`config.mk`:
```
export PLATFORM = sky130hd
export DESIGN_NAME = iserdes_word_align
export DESIGN_NICKNAME = d
export VERILOG_FILES = /design/src/rtl/iserdes_word_align.sv
export SDC_FILE = /design/constraint.sdc
export NUM_CORES = 1
export LEC_CHECK = 0
export ABC_AREA = 1
export BUFFER_PORTS_ARGS = -buffer_cell sky130_fd_sc_hd__buf_4
export CAP_MARGIN = 40
export CORE_ASPECT_RATIO = 0.8
export CORE_MARGIN = 4
export CORE_UTILIZATION = 40
export CTS_BUF_LIST = sky130_fd_sc_hd__clkbuf_8 sky130_fd_sc_hd__clkbuf_16
export DETAILED_ROUTE_END_ITERATION = 8
export GPL_TIMING_DRIVEN = 0
export PLACE_DENSITY = 0.65
export RECOVER_POWER = 100
export SLEW_MARGIN = 10
export SYNTH_ARGS = -nofsm -noshare
export SYNTH_HDL_FRONTEND = slang
export SYNTH_SLANG_ARGS = --single-unit
```
`constraint.sdc`:
```
create_clock -name clk -period 2 [get_ports clk]
set_input_delay 0.2 -clock clk [delete_from_list [all_inputs] [get_ports clk]]
set_output_delay 0.2 -clock clk [all_outputs]
set_load 0.1 [all_outputs]
```
`src/rtl/iserdes_word_align.sv`:
```
// Word aligner for a 1:10 deserializer: sweeps the 10 bit rotations until the
// training word is seen LOCK_COUNT times in a row, then holds the rotation and supervises lock.
module iserdes_word_align #(
    parameter logic [9:0] TRAIN_PATTERN = 10'b1111100000,
    parameter int         LOCK_COUNT    = 16,
    parameter int         ERR_LIMIT     = 4,
    parameter int         MAX_SWEEPS    = 4
) (
    input  logic       clk,
    input  logic       rst,
    input  logic [9:0] data_in,
    input  logic       realign,
    output logic [9:0] data_out,
    output logic       data_valid,
    output logic       locked,
    output logic [3:0] bit_offset,
    output logic       align_err
);

    // state   | meaning
    // SEARCH  | stepping bit_offset one rotation per cycle looking for a match
    // VERIFY  | candidate rotation found, counting consecutive matches
    // LOCKED  | rotation frozen, counting consecutive mismatches
    typedef enum logic [1:0] {SEARCH, VERIFY, LOCKED} state_t;

    localparam logic [7:0] LOCK_LAST  = 8'(LOCK_COUNT - 1);
    localparam logic [7:0] LOCK_FULL  = 8'(LOCK_COUNT);
    localparam logic [3:0] ERR_LAST   = 4'(ERR_LIMIT - 1);
    localparam logic [3:0] SWEEP_LAST = 4'(MAX_SWEEPS - 1);
    localparam logic [3:0] SWEEP_FULL = 4'(MAX_SWEEPS);

    state_t      state;
    logic [9:0]  raw_prev;
    logic [7:0]  match_cnt;
    logic [3:0]  err_cnt;
    logic [3:0]  sweep_cnt;
    logic [19:0] window;
    logic [19:0] shifted;
    logic [9:0]  cand;
    logic        match;
    logic [3:0]  next_offset;

    always_comb begin
        window      = {data_in, raw_prev};
        shifted     = window >> bit_offset;
        cand        = shifted[9:0];
        match       = (cand == TRAIN_PATTERN);
        next_offset = (bit_offset == 4'd9) ? 4'd0 : bit_offset + 4'd1;
    end

    always_ff @(posedge clk) begin
        if (rst) begin
            state      <= SEARCH;
            raw_prev   <= '0;
            data_out   <= '0;
            data_valid <= 1'b0;
            locked     <= 1'b0;
            bit_offset <= '0;
            align_err  <= 1'b0;
            match_cnt  <= '0;
            err_cnt    <= '0;
            sweep_cnt  <= '0;
        end else begin
            raw_prev <= data_in;
            data_out <= cand;
            if (realign) begin
                state      <= SEARCH;
                data_valid <= 1'b0;
                locked     <= 1'b0;
                align_err  <= 1'b0;
                match_cnt  <= '0;
                err_cnt    <= '0;
                sweep_cnt  <= '0;
                bit_offset <= next_offset;
            end else begin
                case (state)
                    SEARCH: begin
                        if (match) begin
                            state     <= VERIFY;
                            match_cnt <= 8'd1;
                        end else begin
                            bit_offset <= next_offset;
                            if (bit_offset == 4'd9 && sweep_cnt != SWEEP_FULL) begin
                                sweep_cnt <= sweep_cnt + 4'd1;
                                if (sweep_cnt == SWEEP_LAST)
                                    align_err <= 1'b1;
                            end
                        end
                    end
                    VERIFY: begin
                        if (match) begin
                            if (match_cnt >= LOCK_LAST) begin
                                state      <= LOCKED;
                                match_cnt  <= LOCK_FULL;
                                locked     <= 1'b1;
                                data_valid <= 1'b1;
                                err_cnt    <= '0;
                            end else begin
                                match_cnt <= match_cnt + 8'd1;
                            end
                        end else begin
                            state      <= SEARCH;
                            match_cnt  <= '0;
                            bit_offset <= next_offset;
                        end
                    end
                    LOCKED: begin
                        if (match) begin
                            err_cnt <= '0;
                        end else if (err_cnt == ERR_LAST) begin
                            // offset stays put: a re-search starts from the last good rotation
                            state      <= SEARCH;
                            locked     <= 1'b0;
                            data_valid <= 1'b0;
                            err_cnt    <= '0;
                            match_cnt  <= '0;
                            sweep_cnt  <= '0;
                        end else begin
                            err_cnt <= err_cnt + 4'd1;
                        end
                    end
                    default: state <= SEARCH;
                endcase
            end
        end
    end

endmodule

```
Word level (Yosys, flattened, before mapping)
Index checks and enable logic that the tools add are counted.
Operators by class
  bitwise operators: 1
  multiplexer cells: 31
  equal/unequal tests: 16
  $add $sub $neg: 4
  shifts and indexed selects: 1
  magnitude comparators: 1
  reduce and logical (&&, ||, !) cells: 15
Operator list (count)
  $mux W4: 12
  $mux W8: 5
  $pmux W8 S3: 1
  $shr A20 B4 Y10: 1
  $ne A2 B2 Y1 const B: 8
  $pmux W4 S2: 2
  $add A4 B1 Y4 const B: 3
  $reduce_and A4 Y1: 3
  $eq A10 B10 Y1 const B: 1
  $mux W2: 5
  $reduce_and A5 Y1: 2
  $add A8 B1 Y8 const B: 1
  $eq A4 B2 Y1 const B: 2
  $ge A8 B4 Y1 const B: 1
  $pmux W2 S3: 1
  $reduce_bool A2 Y1: 3
  $eq A4 B4 Y1 const B: 1
  $mux W1: 4
  $ne A4 B3 Y1 const B: 1
  $reduce_or A2 Y1: 2
  $ne A3 B3 Y1 const B: 1
  $reduce_and A3 Y1: 1
  $reduce_bool A3 Y1: 1
  $eq A2 B1 Y1 const B: 1
  other kinds (6): 6
Word-level totals
  register bits: 44
  logic and storage cells: 78
  output and inout port bits: 17

Depth between registers and ports, before layout
Gate-level depths: netlist of the first run.
  depth in word-level cells: 5
  gate-level depth with buffers: 17

Least setup slack after synthesis of the first run
No wires, ideal clock.
  path type: register to register
  from: reg bit_offset[0]
  to: reg match_cnt[1]
  arrival: 2.567 ns
  clock period less this slack: 2.680 ns
  buffers on the path: 1
  slack: -0.680 ns
  stages on the path, launching flop included: 17
  cell sequence: dfxtp_1 -> buf_4 -> nand2_1 -> nand3_1 -> nand3_1 -> nand2_1 -> nand2_1 -> nand2_1 -> nand3_1 -> nor2_2 -> nand2_4 -> nand2_2 -> nand2_4 -> nand2_4 -> inv_2 -> nor2_1 -> nor2_1
Between the ends
  longest elaborated chain between the ends: 4
  elaborated cells between the ends (all ways): 7
  classes of those cells: 3 x eq/ne; 1 x shift; 2 x mux; 1 x reduce/logical
Ends and longest elaborated chain
  from (decl): line 16  | output logic [3:0] bit_offset,
  from (signal assigned): line 74  | bit_offset <= next_offset;
  from (signal assigned): line 82  | bit_offset <= next_offset;
  from (signal assigned): line 104  | bit_offset <= next_offset;
  $shr A20 B4 Y10 (*): line 45  | shifted = window >> bit_offset;
  $eq A10 B10 Y1 (*): line 47  | match = (cand == TRAIN_PATTERN);
  $mux W8 / $ne A2 B2 Y1 (equally long branches)
  $pmux W8 S3 / $reduce_and A4 Y1 (equally long branches)
  to (signal assigned): line 99  | match_cnt <= match_cnt + 8'd1;
  to (decl): line 34  | logic [7:0] match_cnt;
Every way passes the cells marked *; elsewhere a longest branch is shown, timed or not.
A chain may end at the register's enable or synchronous reset.

Worst setup path after layout of the first run
  from: reg bit_offset[0]
  to: reg sweep_cnt[2]
Between the ends
  longest elaborated chain between the ends: 4
  elaborated cells between the ends (all ways): 8
  classes of those cells: 5 x eq/ne; 1 x shift; 2 x reduce/logical
Ends and longest elaborated chain
  $shr A20 B4 Y10 / $eq A4 B4 Y1 (equally long branches): line 45, 83
  $eq A10 B10 Y1 / $logic_and A1 B1 Y1 (equally long branches): line 47, 83
  $ne A2 B2 Y1 (no source line)
  $reduce_and A5 Y1 (no source line) (*)
  to (signal assigned): line 84  | sweep_cnt <= sweep_cnt + 4'd1;
  to (decl): line 36  | logic [3:0] sweep_cnt;
Marks and branches as above.

==> key figures, run 1 <==
Detailed routing
  – Vias per cell: 5.24
  – Via count: 3071
  – Drt drc: 0
  – WL/cell: 14.8 µm
  – Router iterations before antenna repair: 5
  – Iteration-0 DRC Markers: 198
  – Final WL: 8660 µm
  – Routed Antenna Nets: 0

Clocking
  – CTS Sinks: 44
  – Root Buffer: clkbuf_8
  – CTS Buffer Depth: 2
  – H-tree depth: 2
  – CTS tree: built
  – CTS Buf Count: 5
  – Skew-Pair Late Insertion Delay: 0.30 ns
  – Reg clk slew, reported paths: 0.09 ns

Pwr
  – Leak Pwr: 1.77 nW
  – Clock power share: 0.251
  – Switching share of power: 0.391
  – Sw power: 0.944 mW
  – Internal power: 1.47 mW
  – VDD IR max: 0.000378 V
  – Total power per unit cell area: 613 nW/µm²
  – Combinational power share: 0.361
  – Part of the power in registers: 0.389

Min path
  – HP Class: input port to register

STA
  – Relative slew slack: 0.221
  – Max Clock Freq: 462 MHz
  – RSZ-0062 raised after global routing: true
  – Period utilisation layout: 1.08
  – Setup Skew: 0.00313 ns
  – Hold slack: 0.131 ns
  – Final min period: 2.17 ns
  – Setup_tns: -2.70 ns
  – Final setup fails: 23
  – Worst-Margin Slew: 1.17 ns
  – Hold Fails Final Rpt: 0
  – Slew Limit Fails: 0
  – Final Worst Setup Slack: -0.166 ns

Setup path
  – Startpoint Class: register
  – Critical path type: register to register
  – Critical Path Start: bit_offset[0]
  – CP Capture Type: register
  – Cell Chain, Critical Path: inv_8, buf_16, nand2_1, nand3_1, nand3_1, nand2_2, a21oi_4, inv_2, nor2_4, nand2_4, nand2_4, nand2_8, buf_6, a21oi_1, nor2_1
  – Critical path arrival: 2.37 ns
  – WP data required: 2.20 ns
  – Register-to-Register Path Depth: 15
  – R2R Setup Slk: -0.17 ns
  – CP max stage delay: 0.44 ns
  – Worst r2r src: bit_offset[0]
  – CP endpoint: sweep_cnt[2]
  – Slowest cell on the critical path: dfxtp_4
  – Reg2reg end: sweep_cnt[2]
  – CP Max Fanout: 7

Flow run
  – Max-cap viol count: 0

Finish
  – Fin cells: 586
  – Fin area: 3930 µm²
  – Syn-to-layout area delta: 41.6%
  – Share of layout cells above drive strength 1: 0.367
  – Layout Nets: 522
  – # diodes: 0
  – # fillers: 607

Floorplanning
  – Die area: 8350 µm²
  – Rows: 26
  – Starting Density: 0.423
  – Core area: 6570 µm²
  – Die Y: 82.5 µm
  – I/O pin total: 30
  – Die width: 101 µm

Synth
  – Area leader, netlist: dfxtp_1
  – Post-synth top area share: 0.317
  – Synth top area cells: dfxtp_1, nand3_1, nand2_1
  – Syn. warnings: 0
  – Fraction of registers with async set/reset: 0
  – Number of synthesized register bits: 44
  – Count leader, synth: nand2_1
  – Distinct cells, synth: 28
  – Commonest cells post-synth: nand2_1, nand3_1, nor2_1
  – Gate count of the mapped netlist: 446
  – Synthesized area: 2780 µm²
  – Number of flops mapped to enable cells by yosys: 0
  – Seq/Total Area, Yosys: 0.317
  – Avg Cell Area, Syn: 6.23 µm²
  – Syn_nets: 467
  – Ys flop type: dfxtp_1

Global routing
  – Vias in the first global route: 2782
  – Total GRT Usage: 0.210
  – Total congestion overflow: 0
  – Initial antenna violation count: 0
  – Largest net degree at the start of global routing: 14
  – First-pass GRT wire length: 13900 µm

Place
  – Hpwl dp: 5970 µm
  – Number of I/O port buffers: 29
  – Placer Congestion: 0.932
  – Worst slack at placement: -0.197 ns
  – Cell Count Post-Placement: 559
  – Dpl cell area: 3210 µm²

Run status
  – Status: finished with violations
  – Failing checks: negative setup slack
==> routing by layer <==
layer / share of wire / GRT usage / vias to the layer above
met5: 0 / 0 / -
met4: 0.0050 / 0.0292 / 0
met3: 0.070 / 0.0495 / 5
met2: 0.44 / 0.332 / 93
met1: 0.48 / 0.297 / 1427
li1: - / - / 1546
==> metrics by stage <==
step                power [mW]   util
floorplan                 1.45      -
global placement          1.61  0.489
detailed placement        1.61  0.489
CTS                       2.32  0.569
global route              2.50  0.598
finish                    2.41  0.598
==> registers in the layout, indices dropped and copies added (netlist names) <==
register    flops
data_out       10
raw_prev       10
match_cnt       8
bit_offset      4
err_cnt         4
sweep_cnt       4
state           2
align_err       1
locked          1
==> logic make-up (layout without fill, tap and decap cells) <==
group / count (synthesis) / in the layout / synth area share
XOR/XNOR: 5 / 5 / 0.0158
AND/OR/NAND/NOR: 294 / 294 / 0.466
adder cells (fa/ha/maj): 8 / 8 / 0.0360
flip-flops: 44 / 44 / 0.317
AO/OA/AOI/OAI: 31 / 31 / 0.0680
buffers and inverters: 64 / 120 / 0.0968
==> power groups by stage <==
| stage | Sequential [mW] | Combinational (mW) | Clock [mW] |
|---|---|---|---|
| final | 0.937 | 0.869 | 0.604 |
| after global routing | 0.941 | 0.923 | 0.637 |
| after CTS | 0.937 | 0.779 | 0.605 |
| after detailed placement | 0.953 | 0.654 | 0 |
| after global placement | 0.953 | 0.652 | 0 |
| after floorplan | 1.14 | 0.309 | 0 |
==> layout by cell type (no fill, tap or decap), drive strengths merged <==
master / synthesis / final
a21oi: 19 / 19
a31oi: 1 / 1
buf: 12 / 44
clkbuf: 3 / 25
clkinvlp: 0 / 1
dfxtp: 44 / 44
ha: 8 / 8
inv: 49 / 50
nand2: 130 / 130
nand3: 95 / 95
nand4: 5 / 5
nor2: 61 / 61
nor3: 2 / 2
nor4: 1 / 1
o21a: 1 / 1
o21ai: 10 / 10
xnor2: 1 / 1
xor2: 4 / 4
==> final cells by class <==
cell class                      count  area (µm²)  area share
Clock buffer                        6        82.6      0.0210
Sequential cell                    44         896       0.228
Timing Repair Buffer               49         387      0.0983
Inverter                           49         194      0.0493
Buffer                             14         109      0.0277
Tap cell                           84         105      0.0267
Multi-Input combinational cell    338        2150       0.546
Clock inverter                      2        11.3     0.00286
==> worst max-delay path, delay by kind of cell, from the launching register on <==
| kind | cells | cell delay [ns] |
|---|---|---|
| AOI/OAI and AO/OA | 2 | 0.29 |
| buffers and inverters | 4 | 0.44 |
| DFF | 1 | 0.44 |
| and+or+nand+nor | 9 | 0.89 |
==> what timing repair did <==
action                                  4_1_cts  5_1_grt
pin swaps                                    31       12
gates resized for setup                      80       40
buffers inserted                             10        8
hold buffers                                  0        0
cloned                                        2        0
endpoints found under the setup margin       24       24
==> how the worst min path moves through the flow <==
stage                 start            to  slack (ns)  cells past startpoint
3_3_place_gp   match_cnt[5]  match_cnt[5]        0.43                      2
3_5_place_dp   match_cnt[5]  match_cnt[5]        0.43                      2
2_1_floorplan    data_in[0]   raw_prev[0]        0.31                      2
5_1_grt          data_in[7]   raw_prev[7]        0.14                      3
4_1_cts          data_in[7]   raw_prev[7]        0.13                      3
6_report         data_in[7]   raw_prev[7]        0.13                      3
Power figures use the tool's default switching activity.
==> run 2: changes to the inputs <==
--- a/config.mk
+++ b/config.mk
@@ -9,7 +9,6 @@
 export BUFFER_PORTS_ARGS = -buffer_cell sky130_fd_sc_hd__buf_4
 export CAP_MARGIN = 40
 export CORE_ASPECT_RATIO = 0.8
-export CORE_MARGIN = 4
 export CORE_UTILIZATION = 40
 export CTS_BUF_LIST = sky130_fd_sc_hd__clkbuf_8 sky130_fd_sc_hd__clkbuf_16
 export DETAILED_ROUTE_END_ITERATION = 8
==> key figures, run 2 (synthesized netlist as in run 1, its figures left out) <==
Finish
  – # diodes: 0 (unchanged)
  – Share of layout cells above drive strength 1: 0.335 (-0.0312)
  – Most frequent cells in the layout: nand2_1, nor2_1, nand3_1
  – Regs by FF count: data_out: 10 flops, raw_prev: 10 flops, match_cnt: 8 flops
  – Syn-to-layout area delta: 36.3%
  – Fin cells: 579 (-1.2%)
  – Fin area: 3790 µm² (-3.7%)
  – Commonest non-fill, non-tap cell in the layout: nand2_1
  – Layout Nets: 515 (-1.3%)

Floorplanning
  – Rows: 26 (unchanged)
  – Starting Density: 0.425 (+0.00210)
  – Die area: 7280 µm² (-13%)
  – Die width: 95.2 µm (-5.9%)
  – Core area: 6540 µm² (-0.50%)
  – Die Y: 76.5 µm (-7.3%)
  – I/O pin total: 30 (unchanged)

Clocking
  – CTS tree: built
  – Root Buffer: clkbuf_8
  – CTS Buffer Depth: 2 (unchanged)
  – H-tree depth: 2 (unchanged)
  – Reg clk slew, reported paths: 0.08 ns (about the same)
  – CTS Sinks: 44 (unchanged)
  – CTS Buf Count: 5 (unchanged)
  – Skew-Pair Late Insertion Delay: 0.30 ns (about the same)

STA
  – Max Clock Freq: 473 MHz (+2.4%)
  – Final Worst Setup Slack: -0.116 ns (+0.0507 ns)
  – Hold Fails Final Rpt: 0 (unchanged)
  – Final setup fails: 22 (-4.3%)
  – Worst-Margin Slew: 1.16 ns (-0.00868 ns)
  – Slew Limit Fails: 0 (unchanged)
  – Setup Skew: 0.00597 ns (+0.00284 ns)
  – Hold slack: 0.137 ns (+0.00546 ns)
  – Final min period: 2.12 ns (-0.0507 ns)
  – RSZ-0062 raised after global routing: true
  – Relative slew slack: 0.227 (+0.00576)
  – Period utilisation layout: 1.06 (-0.0253)

Setup path
  – CP bufs+invs: 4 (unchanged)
  – Critical path arrival: 2.32 ns (-0.05 ns)
  – Critical path type: register to register
  – Crit-path most repeated cell: nand3_1
  – Stages on the worst setup path: 15 (unchanged)
  – Cell Chain, Critical Path: inv_6, buf_8, nand2_2, nand3_1, nand3_1, nand2_2, a21oi_4, buf_4, nand2_1, nor2_1, nand3_1, a21oi_2, o21ai_0, inv_1, nor2_1
  – Startpoint Class: register
  – Family with the most delay on the worst path: simple AND/OR/NAND/NOR gates
  – Slowest cell on the critical path: dfxtp_4
  – CP Capture Type: register
  – CP max stage delay: 0.44 ns (about the same)
  – WP data required: 2.20 ns (about the same)
  – Register-to-Register Path Depth: 15 (unchanged)
  – CP Max Fanout: 9 (+2)

Global routing
  – First-pass GRT wire length: 12300 µm (-12%)
  – Largest net degree at the start of global routing: 14 (unchanged)
  – Vias in the first global route: 2618 (-5.9%)
  – Initial antenna violation count: 0 (unchanged)
  – Total GRT Usage: 0.216 (+0.00646)
  – Total congestion overflow: 0 (unchanged)

Place
  – Hpwl dp: 5780 µm (-3.2%)
  – Cell Count Post-Placement: 559 (unchanged)
  – Placer Congestion: 0.904 (-3.0%)
  – Dpl cell area: 3210 µm² (unchanged)
  – Number of I/O port buffers: 29 (unchanged)

Pwr
  – Total power per unit cell area: 615 nW/µm² (+0.41%)
  – VDD IR max: 0.000366 V (-3.1%)
  – Leak Pwr: 1.71 nW (-3.4%)

Detailed routing
  – Routed Antenna Nets: 0 (unchanged)
  – Drt drc: 0 (unchanged)
  – Via count: 3067 (-0.13%)
  – Iteration-0 DRC Markers: 263 (+33%)
  – Final WL: 8070 µm (-6.8%)
  – Router iterations before antenna repair: 5 (unchanged)
  – WL/cell: 13.9 µm (-5.7%)
  – Vias per cell: 5.30 (+1.1%)

Run status
  – Failing checks: negative setup slack
  – Status: finished with violations

Min path
  – Hold Path Depth: 3 (unchanged)
  – HP Class: input port to register

Flow run
  – Max-cap viol count: 0 (unchanged)
run 2: worst paths after layout:
| path | slack [ns] | from | to |
|---|---|---|---|
| worst min-delay path | 0.14 | data_in[5] | raw_prev[5] |
| worst max register to register | -0.12 | bit_offset[0] | bit_offset[2] |
| worst min register to register | 0.45 | match_cnt[5] | match_cnt[5] |
| worst max-delay path | -0.12 | bit_offset[0] | bit_offset[2] |
run 2: area by class of cell:
class / instances / area, µm²
inverters: 49 / 194
multi-input cells: 338 / 2080
well taps: 84 / 105
clock inverters: 2 / 11.3
fillers: 627 / 2750
plain buffers: 15 / 121
repair buffers: 41 / 294
clock buffers: 6 / 82.6
flip-flops and latches: 44 / 896
run 2: per-layer routing:
| metal | global-route usage | up-vias | share of wire |
|---|---|---|---|
| li1 | - | 1532 | - |
| met1 | 0.332 | 1427 | 0.49 |
| met2 | 0.296 | 103 | 0.42 |
| met3 | 0.0539 | 5 | 0.082 |
| met4 | 0.0470 | 0 | 0.0052 |
| met5 | 0 | - | 0 |
run 2: stage by stage:
step | utilization | TNS [ns] | worst slack (ns) | total power [mW]
after floorplan | - | -0.345 | -0.0566 | 1.45
after global placement | 0.491 | -1.93 | -0.157 | 1.60
after detailed placement | 0.491 | -2.11 | -0.161 | 1.60
after CTS | 0.522 | -0.896 | -0.0943 | 2.23
after global routing | 0.579 | -4.53 | -0.235 | 2.43
final | 0.579 | -1.52 | -0.116 | 2.33
run 2: report_power, final:
| part | internal [mW] | switching (mW) |
|---|---|---|
| sequential | 0.911 | 0.0261 |
| combinational | 0.236 | 0.559 |
| clock | 0.276 | 0.322 |
run 2: repair_timing:
action | CTS | global route
pin swaps | 7 | 32
endpoints found under the setup margin | 22 | 24
setup buffers | 3 | 7
resized for setup | 24 | 73
cloned | 0 | 2
hold buffers | 0 | 0
run 2: worst register-to-register path, delay by kind of cell (launching register included):
kind / cells / cell delay [ns]
AOI/OAI and AO/OA: 3 / 0.50
and+or+nand+nor: 8 / 0.64
buffers and inverters: 4 / 0.42
DFF: 1 / 0.44
